===== src/rtl/pc_gen_pkg.sv =====
// Shared definitions for the program-counter generator: default widths, vectors and FSM states.
package pc_gen_pkg;

    localparam int          XLEN_DEF         = 32;
    localparam logic [31:0] RESET_VECTOR_DEF = 32'h0000_0000;
    localparam logic [31:0] EXC_VECTOR_DEF   = 32'h8000_0004;
    localparam int          INSTR_BYTES_DEF  = 4;

    typedef enum logic [1:0] {
        ST_BOOT = 2'd0,
        ST_RUN  = 2'd1,
        ST_HALT = 2'd2
    } pc_state_e;

endpackage


===== src/rtl/pc_gen_if.sv =====
// Fetch request bus between the PC generator (master) and instruction memory (slave).
interface pc_gen_if
    import pc_gen_pkg::*;
#(
    parameter int XLEN = XLEN_DEF
);

    logic            fetch_valid_o;
    logic            fetch_ready_i;
    logic [XLEN-1:0] pc_o;
    logic [XLEN-1:0] pc_plus_o;

    modport master (
        output fetch_valid_o,
        output pc_o,
        output pc_plus_o,
        input  fetch_ready_i
    );

    modport slave (
        input  fetch_valid_o,
        input  pc_o,
        input  pc_plus_o,
        output fetch_ready_i
    );

endinterface


===== src/rtl/pc_gen_next_sel.sv =====
// Combinational next-PC priority mux: exception > eret > redirect > stall > accepted fetch.
// With PC_MISALIGN_EN defined, misaligned redirect/eret targets trap instead of being masked.
module pc_gen_next_sel
    import pc_gen_pkg::*;
#(
    parameter int              XLEN        = XLEN_DEF,
    parameter logic [XLEN-1:0] EXC_VECTOR  = XLEN'(EXC_VECTOR_DEF),
    parameter int              INSTR_BYTES = INSTR_BYTES_DEF
) (
    input  logic [XLEN-1:0] i_pc,
    input  logic [XLEN-1:0] i_pc_plus,
    input  logic [XLEN-1:0] i_epc,
    input  logic            i_exc_valid,
    input  logic [XLEN-1:0] i_exc_pc,
    input  logic            i_eret,
    input  logic            i_redirect_valid,
    input  logic [XLEN-1:0] i_redirect_pc,
    input  logic            i_stall,
    input  logic            i_fetch_fire,
    output logic [XLEN-1:0] o_next_pc,
    output logic [XLEN-1:0] o_next_epc,
`ifdef PC_MISALIGN_EN
    output logic            o_misalign,
`endif
    output logic            o_epc_we
);

    localparam logic [XLEN-1:0] ALIGN_MASK = XLEN'(INSTR_BYTES - 1);

    logic [XLEN-1:0] w_target;
    logic            w_take;

    // eret outranks redirect, so it owns the shared target path when both fire.
    assign w_target = i_eret ? i_epc : i_redirect_pc;
    assign w_take   = i_eret || i_redirect_valid;

    always_comb begin
        o_next_pc  = i_pc;
        o_next_epc = i_exc_pc;
        o_epc_we   = 1'b0;
`ifdef PC_MISALIGN_EN
        o_misalign = 1'b0;
`endif
        if (i_exc_valid) begin
            o_next_pc  = EXC_VECTOR;
            o_next_epc = i_exc_pc;
            o_epc_we   = 1'b1;
        end else if (w_take) begin
`ifdef PC_MISALIGN_EN
            if ((w_target & ALIGN_MASK) != '0) begin
                o_next_pc  = EXC_VECTOR;
                o_next_epc = w_target;
                o_epc_we   = 1'b1;
                o_misalign = 1'b1;
            end else begin
                o_next_pc = w_target;
            end
`else
            o_next_pc = w_target & ~ALIGN_MASK;
`endif
        end else if (i_stall) begin
            o_next_pc = i_pc;
        end else if (i_fetch_fire) begin
            o_next_pc = i_pc_plus;
        end
    end

endmodule


===== src/rtl/pc_gen.sv =====
// Program-counter generator: PC/EPC registers, BOOT/RUN/HALT FSM and the fetch request.
// Optional PC_MISALIGN_EN adds misaligned-target trapping and the misalign_o pulse.
module pc_gen
    import pc_gen_pkg::*;
#(
    parameter int              XLEN         = XLEN_DEF,
    parameter logic [XLEN-1:0] RESET_VECTOR = XLEN'(RESET_VECTOR_DEF),
    parameter logic [XLEN-1:0] EXC_VECTOR   = XLEN'(EXC_VECTOR_DEF),
    parameter int              INSTR_BYTES  = INSTR_BYTES_DEF
) (
    input  logic            clk,
    input  logic            reset,
    input  logic            stall_i,
    input  logic            halt_i,
    input  logic            redirect_valid_i,
    input  logic [XLEN-1:0] redirect_pc_i,
    input  logic            exc_valid_i,
    input  logic [XLEN-1:0] exc_pc_i,
    input  logic            eret_i,
    pc_gen_if.master        fetch_if,
    output logic [XLEN-1:0] epc_o,
`ifdef PC_MISALIGN_EN
    output logic            misalign_o,
`endif
    output logic            halted_o
);

    pc_state_e       r_state;
    logic [XLEN-1:0] r_pc;
    logic [XLEN-1:0] r_epc;
    logic            r_halted;
    logic [XLEN-1:0] w_next_pc;
    logic [XLEN-1:0] w_next_epc;
    logic            w_epc_we;
    logic            w_fetch_valid;
    logic [XLEN-1:0] w_pc_plus;
`ifdef PC_MISALIGN_EN
    logic            r_misalign;
    logic            w_misalign;
`endif

    assign w_fetch_valid = (r_state == ST_RUN) && !stall_i;
    assign w_pc_plus     = r_pc + XLEN'(INSTR_BYTES);

    assign fetch_if.fetch_valid_o = w_fetch_valid;
    assign fetch_if.pc_o          = r_pc;
    assign fetch_if.pc_plus_o     = w_pc_plus;
    assign epc_o                  = r_epc;
    assign halted_o               = r_halted;
`ifdef PC_MISALIGN_EN
    assign misalign_o             = r_misalign;
`endif

    pc_gen_next_sel #(
        .XLEN        (XLEN),
        .EXC_VECTOR  (EXC_VECTOR),
        .INSTR_BYTES (INSTR_BYTES)
    ) u_next_sel (
        .i_pc             (r_pc),
        .i_pc_plus        (w_pc_plus),
        .i_epc            (r_epc),
        .i_exc_valid      (exc_valid_i),
        .i_exc_pc         (exc_pc_i),
        .i_eret           (eret_i),
        .i_redirect_valid (redirect_valid_i),
        .i_redirect_pc    (redirect_pc_i),
        .i_stall          (stall_i),
        .i_fetch_fire     (w_fetch_valid && fetch_if.fetch_ready_i),
        .o_next_pc        (w_next_pc),
        .o_next_epc       (w_next_epc),
`ifdef PC_MISALIGN_EN
        .o_misalign       (w_misalign),
`endif
        .o_epc_we         (w_epc_we)
    );

    always_ff @(posedge clk or negedge reset) begin
        if (!reset) begin
            r_state  <= ST_BOOT;
            r_pc     <= RESET_VECTOR;
            r_epc    <= '0;
            r_halted <= 1'b0;
`ifdef PC_MISALIGN_EN
            r_misalign <= 1'b0;
`endif
        end else begin
`ifdef PC_MISALIGN_EN
            r_misalign <= 1'b0;
`endif
            case (r_state)
                ST_BOOT: r_state <= ST_RUN;
                ST_RUN: begin
                    // The RUN-cycle update still lands when halt_i arrives with it.
                    r_pc <= w_next_pc;
                    if (w_epc_we) r_epc <= w_next_epc;
`ifdef PC_MISALIGN_EN
                    r_misalign <= w_misalign;
`endif
                    if (halt_i) begin
                        r_state  <= ST_HALT;
                        r_halted <= 1'b1;
                    end
                end
                default: ;
            endcase
        end
    end

endmodule


===== src/flat_wrapper.sv =====
// flat-port wrapper written by rule: the top's interface ports become plain ports
module pc_gen_flat import pc_gen_pkg::*;
#(
    parameter int              XLEN         = XLEN_DEF,
    parameter logic [XLEN-1:0] RESET_VECTOR = XLEN'(RESET_VECTOR_DEF),
    parameter logic [XLEN-1:0] EXC_VECTOR   = XLEN'(EXC_VECTOR_DEF),
    parameter int              INSTR_BYTES  = INSTR_BYTES_DEF
)
  (clk, reset, stall_i, halt_i, redirect_valid_i, redirect_pc_i, exc_valid_i, exc_pc_i, eret_i, epc_o, halted_o, fetch_if_fetch_valid_o, fetch_if_pc_o, fetch_if_pc_plus_o, fetch_if_fetch_ready_i);
  pc_gen_if #(.XLEN(XLEN)) fetch_if_i ();
  input  logic clk;
  input  logic reset;
  input  logic stall_i;
  input  logic halt_i;
  input  logic redirect_valid_i;
  input  logic [XLEN-1:0] redirect_pc_i;
  input  logic exc_valid_i;
  input  logic [XLEN-1:0] exc_pc_i;
  input  logic eret_i;
  output logic [XLEN-1:0] epc_o;
  output logic halted_o;
  output wire logic [$bits(fetch_if_i.fetch_valid_o)-1:0] fetch_if_fetch_valid_o;
  output wire logic [$bits(fetch_if_i.pc_o)-1:0] fetch_if_pc_o;
  output wire logic [$bits(fetch_if_i.pc_plus_o)-1:0] fetch_if_pc_plus_o;
  input wire logic [$bits(fetch_if_i.fetch_ready_i)-1:0] fetch_if_fetch_ready_i;
  assign fetch_if_fetch_valid_o = fetch_if_i.fetch_valid_o;
  assign fetch_if_pc_o = fetch_if_i.pc_o;
  assign fetch_if_pc_plus_o = fetch_if_i.pc_plus_o;
  assign fetch_if_i.fetch_ready_i = fetch_if_fetch_ready_i;
  pc_gen #(.XLEN(XLEN), .RESET_VECTOR(RESET_VECTOR), .EXC_VECTOR(EXC_VECTOR), .INSTR_BYTES(INSTR_BYTES)) u_core (.clk(clk), .reset(reset), .stall_i(stall_i), .halt_i(halt_i), .redirect_valid_i(redirect_valid_i), .redirect_pc_i(redirect_pc_i), .exc_valid_i(exc_valid_i), .exc_pc_i(exc_pc_i), .eret_i(eret_i), .fetch_if(fetch_if_i), .epc_o(epc_o), .halted_o(halted_o));
endmodule

===== config.mk =====
export PLATFORM = sky130hd
export DESIGN_NAME = pc_gen_flat
export DESIGN_NICKNAME = d
export VERILOG_FILES = /design/src/rtl/pc_gen_pkg.sv /design/src/rtl/pc_gen_if.sv /design/src/rtl/pc_gen_next_sel.sv /design/src/rtl/pc_gen.sv /design/src/flat_wrapper.sv
export SDC_FILE = /design/constraint.sdc
export NUM_CORES = 1
export LEC_CHECK = 0
export BUFFER_PORTS_ARGS = -buffer_cell sky130_fd_sc_hd__buf_2
export CAP_MARGIN = 20
export CORE_MARGIN = 2
export CORE_UTILIZATION = 54
export DETAILED_ROUTE_END_ITERATION = 8
export GPL_ROUTABILITY_DRIVEN = 1
export PLACE_DENSITY = 0.9
export SYNTH_ARGS = -nofsm -noshare
export SYNTH_HDL_FRONTEND = slang
export SYNTH_HIERARCHICAL = 1
export SYNTH_SLANG_ARGS = --single-unit

===== constraint.sdc =====
create_clock -name clk -period 5.3 [get_ports clk]
set_input_delay 0 -clock clk [delete_from_list [all_inputs] [get_ports clk]]
set_output_delay 0 -clock clk [all_outputs]
set_load 0.05 [all_outputs]

## Word-level counts from Yosys, hierarchy flattened

Index checks and enable logic that the tools add are counted.

- Add/subtract/negate cells: 1
- Multiply operators: 0
- Div/mod/pow operators: 0
- Magnitude comparators: 0
- Equality and inequality tests: 3
- Shifts and indexed selects: 0
- Multiplexer cells: 8
- Bitwise logic cells: 0
- Reductions and logical operators: 11

Operators by type and width:

| cell | count |
|---|---|
| 2-to-1 mux 32 bit | 5 |
| adder 32 x 3 -> 32 bit (second input constant) | 1 |
| AND reduction 2 bit | 3 |
| case mux 2 bit (2 select lines) | 1 |
| != test 3 x 1 -> 1 bit (second input constant) | 1 |
| AND reduction 3 bit | 1 |
| nonzero test 3 bit | 1 |
| equality test 2 x 1 -> 1 bit (second input constant) | 1 |
| logical AND 1 bit | 2 |
| logical NOT 2 bit | 1 |
| 2-to-1 mux 2 bit | 1 |
| != test 2 bit (second input constant) | 1 |
| nonzero test 2 bit | 1 |
| logical NOT 1 bit | 1 |
| logical OR 1 bit | 1 |
| 2-to-1 mux 1 bit | 1 |

- Bits in registers: 67
- Bits in latches: 0
- Memory bits (writable): 0
- Memory bits (read-only): 0
- Input port bits: 72
- Output and inout bits: 98
- Logic and storage cells: 27
- Memories kept: 0

## Longest topological paths before layout

- Depth after elaboration: 7
- Gate-level depth with buffers: 11

## Cells and area by module

The synthesis kept the hierarchy.

Modules (own cells, without submodules):

| module | instances | cells an instance | area an instance (µm²) | seq. area each (µm²) |
|---|---|---|---|---|
| pc_gen | 1 | 225 | 3064.2 | 1676.6 |
| pc_gen_next_sel | 1 | 214 | 1535.2 | 0.0 |

## Least setup slack after synthesis

OpenSTA, ideal clock, no wires.

- Kind: register to register
- Start: register u_core.r_pc[2] (netlist: u_core/fetch_if.pc_o[2])
- End: register u_core.r_pc[14] (netlist: u_core/fetch_if.pc_o[14])
- Library setup time: 0.067 ns
- Arrival time: 3.019 ns
- Data required time: 5.233 ns
- Setup slack: 2.214 ns
- Cell stages (with the launch flop): 10
- Path buffers: 1
- Path through: dfrtp_1 -> ha_1 -> and3_1 -> buf_2 -> and3_1 -> nand4_1 -> xnor2_1 -> nor3b_1 -> o31ai_2 -> mux2_2

- Word-level cells in the longest chain between the ends: 5

RTL lines:

| element | RTL line | source |
|---|---|---|
| from (decl) | pc_gen.sv:29 | `logic [XLEN-1:0] r_pc;` |
| from (signal assigned) | pc_gen.sv:94 | `r_pc <= w_next_pc;` |
| adder 32 x 3 -> 32 bit | pc_gen.sv:43 | `assign w_pc_plus = r_pc + XLEN'(INSTR_BYTES);` |
| named net fetch_if_pc_plus_o[14] | flat_wrapper.sv:24 | `output wire logic [$bits(fetch_if_i.pc_plus_o)-1:0] fetch_if_pc_plus_o;` |
| 2-to-1 mux 32 bit | pc_gen_next_sel.sv:63 | `end else if (i_fetch_fire) begin` |
| 2-to-1 mux 32 bit | pc_gen_next_sel.sv:61 | `end else if (i_stall) begin` |
| 2-to-1 mux 32 bit | pc_gen_next_sel.sv:48 | `end else if (w_take) begin` |
| 2-to-1 mux 32 bit | pc_gen_next_sel.sv:44 | `if (i_exc_valid) begin` |
| named net u_core.w_next_pc[14] | pc_gen.sv:32 | `logic [XLEN-1:0] w_next_pc;` |

The timed path passes the listed nets, and every way through them passes these cells. The select of a mux whose other input is x is not followed.
A chain may end at the register's enable or synchronous reset.

## Worst setup path after layout

- Start: register u_core.r_state[1]
- End: register u_core.r_pc[9] (netlist: u_core/fetch_if.pc_o[9])

- Word-level cells in the longest chain between the ends: 5

RTL lines:

| element | RTL line | source |
|---|---|---|
| from (decl) | pc_gen.sv:28 | `pc_state_e r_state;` |
| from (signal assigned) | pc_gen.sv:79 | `r_state <= ST_BOOT;` |
| from (signal assigned) | pc_gen.sv:91 | `ST_BOOT: r_state <= ST_RUN;` |
| from (signal assigned) | pc_gen.sv:100 | `r_state <= ST_HALT;` |
| equality test 2 x 1 -> 1 bit (*) | pc_gen.sv:42, pc_gen.sv:90 |  |
| logical AND 1 bit | pc_gen.sv:42 | `assign w_fetch_valid = (r_state == ST_RUN) && !stall_i;` |
| logical AND 1 bit | pc_gen.sv:68 | `.i_fetch_fire (w_fetch_valid && fetch_if.fetch_ready_i),` |
| nonzero test 3 bit (no source line) | - |  |
| AND reduction 3 bit (no source line) (*) | - |  |

Every way passes the cells marked *; elsewhere a longest branch is shown, timed or not.

==> impl_metrics.ini <==
[job]
maxCapViolCount = 0

[worst_hold_path]
hold_path_class = in2reg

[layout]
areaGrowthSynthToFinish_pct = 22.4
drive_above_1_share_pct = 49.9
final_nets = 660
diodes = 0

[worst_setup_path]
cpMostUsedCell = nor2b_4
cp-end-kind = flop
worstSetupPathType = reg2reg
critPathMaxStageDelay_ns = 0.59
cp_num_buf_inv = 2
worstPathRequired_ns = 5.52
crit_path_start_kind = flop
worst-path-max-fanout = 37
path_cells = nor2b_4 > buf_4 > nor2b_1 > and2_1 > nor2b_4 > buf_16 > nor3b_1 > o31ai_2 > mux2_2
slowest_stage = nor2b_4
critPathArrivalTime_ns = 3.29
cp_top_family = simple AND/OR/NAND/NOR gates

[power]
p_leak_uw = 0.00268
powerDensity_nw_per_um2 = 350
p_int_uw = 1020
clock_power_share_pct = 19.0
power_frac_seq_pct = 35.8
peakVddDrop_mv = 0.239
p_sw_share_pct = 48.3
p_comb_share_pct = 45.2
switching_power_uw = 950

[placement]
place_hpwl_um = 8040
gp_congestion = 0.808
port_buffers = 167

[floorplanning]
die_w_um = 96.3
rows = 33
fp.coreArea_sq_um = 8220
start_util_pct = 56.0
fp.dieH_um = 96.3
dieArea_sq_um = 9270
ios = 170

[drt]
drc_errors = 0
wl_per_cell_um = 18.3
detail_route.vias_per_cell = 5.83
antenna_left = 0
drtIter0Drc = 173
routed_wl_um = 12700
first_pass_iters = 4
vias = 4057

[cts]
cts_made_buffers = 9
clock_path_buffers = 2
clkSinkCount = 67
htree_levels = 3
clk_latency_ns = 0.34
cts_root_buf = clkbuf_8
clk_pin_slew_ns = 0.07
cts_tree = built
post-cts-setup-buffers = 0

[sta]
finalHoldViolations = 0
min_period_ns = 3.08
tightest_slew_ns = 0.874
fin_setup_tns_ns = 0
slew_headroom_pct = 41.7
setup_viol = 0
whs_ns = 0.105
rsz0062_at_grt = false
clock_skew_ns = 0.0129
timing.fmax_mhz = 325
fin_crit_sh_pct = 58.1
slew_violations = 0

[synth]
yosys.area.top_type_share_pct = 36.5
syn-cell-area_sq_um = 4600
synthTopCellsByArea = dfrtp_1 36%, mux2_2 15%, o31ai_2 7.3%
synth_cell_types = 40
syn-mean-instance-area_sq_um = 10.5
syn_inst = 439
synth.most_common_cell = dfrtp_1
yosysSeqAreaShare_pct = 36.5
ys_ff_latch = 67
synthTopCellsByCount = 67 x dfrtp_1, 62 x mux2_2, 40 x buf_4
ys_warn_count = 6
synthFlopType = dfrtp_1
syn_nets = 512
async_flop_share_pct = 100
synth-edff-count = 0
synth_top_cell_by_area = dfrtp_1

[global_routing]
antenna_found_initial = 0
overflow = 0
first_global_vias = 4080
grt_max_degree = 68
grt_use_total_pct = 26.7
grt_pass1_wl_um = 19200

[status]
outcome = complete, no violations
power by group through the flow:
stage | combinational, uW | sequential [uW] | clock [uW]
global placement | 851 | 700 | 0
detailed placement | 867 | 710 | 0
CTS | 887 | 701 | 379
finish | 889 | 704 | 374
floorplan | 377 | 992 | 0
global route | 928 | 719 | 406
worst register-to-register path: cells and delay by family (launching register included):
kind / cells / cell delay [ns]
multiplexers: 1 / 0.27
buffers and inverters: 2 / 0.68
AO/OA/AOI/OAI: 1 / 0.11
flip-flops: 1 / 0.42
AND/OR/NAND/NOR: 5 / 1.48
per-stage QoR:
stage | utilization, % | total power, uW | area, sq um | cells | setup slack, ns
finish | 68.5 | 1970 | 5630 | 696 | 2.22
global route | 68.5 | 2050 | 5630 | 696 | 2.09
CTS | 68.2 | 1970 | 5600 | 695 | 2.07
detailed placement | 62.1 | 1580 | 5100 | 646 | 2.08
global placement | 61.9 | 1550 | 5080 | 645 | 2.22
floorplan | - | 1370 | 4600 | 439 | 2.21
registers in the layout, indices dropped and copies added, names as in the netlist:
register              flops
u_core/epc_o             32
u_core/r_state            2
u_core/fetch_if.pc_o     32
u_core/halted_o           1
what timing repair did:
item	4_1_cts	5_1_grt
hold buffers	34	0
endpoints found under the hold margin	102	0
setup endpoints to repair	0	0
gates resized for setup	0	0
final cells by class:
| cell class | instances | area (sq um) |
|---|---|---|
| fillers | 608 | 2590 |
| multi-input cells | 301 | 2410 |
| flip-flops and latches | 67 | 1680 |
| repair buffers | 206 | 1240 |
| clock buffers | 12 | 145 |
| well taps | 105 | 131 |
| clock inverters | 3 | 15.0 |
| inverters | 2 | 7.51 |
per-layer routing:
layer,share of wire (%),GRT usage [%]
met1,39,31.5
met5,0,0
met4,3.5,15.5
met3,6.3,4.15
met2,51,45.9
placed cells by master, fill, tap and decap left out, drive strengths merged:
cell and count:
nand2 37, dlygate4sd3 34, clkbuf 12, xnor2 25
xor2 3, buf 172, mux2i 2, inv 2
nand3 10, nor2b 5, and4 7, a21o 2
nor2 3, nor3 30, ha 1, nor4 2
o41ai 2, o32ai 1, mux2 63, dfrtp 67
a21oi 3, o21ai 29, and3 8, and2 3
nand4 8, nor3b 30, clkinv 3, o31ai 27
path summary, 6_finish.rpt:
path	from	endpoint	slack, ns	cells after the start
hold reg to reg	u_core/halted_o$_DFFE_PN0P_	u_core/halted_o$_DFFE_PN0P_	0.47	1
min in group asynchronous	reset	u_core/epc_o[22]$_DFFE_PN0P_	0.37	3
hold / removal	redirect_pc_i[2]	u_core/fetch_if.pc_o[2]$_DFFE_PN0P_	0.11	5
setup / recovery	u_core/r_state[1]$_DFFE_PN0P_	u_core/fetch_if.pc_o[9]$_DFFE_PN0P_	2.22	9
setup reg to reg	u_core/r_state[1]$_DFFE_PN0P_	u_core/fetch_if.pc_o[9]$_DFFE_PN0P_	2.22	9
max in group asynchronous	reset	u_core/fetch_if.pc_o[28]$_DFFE_PN0P_	4.33	3
kinds of logic after synthesis:
| group | Yosys count | share of synthesized area, % |
|---|---|---|
| AOI/OAI and AO/OA | 64 | 12.2 |
| xor gates and xnor gates | 28 | 5.33 |
| adders and majority gates | 1 | 0.272 |
| buffers and inverters | 71 | 11.3 |
| DFF | 67 | 36.5 |
| muxes | 65 | 15.9 |
| and+or+nand+nor | 143 | 18.5 |
Note: power is estimated with default switching activity, not from simulation.
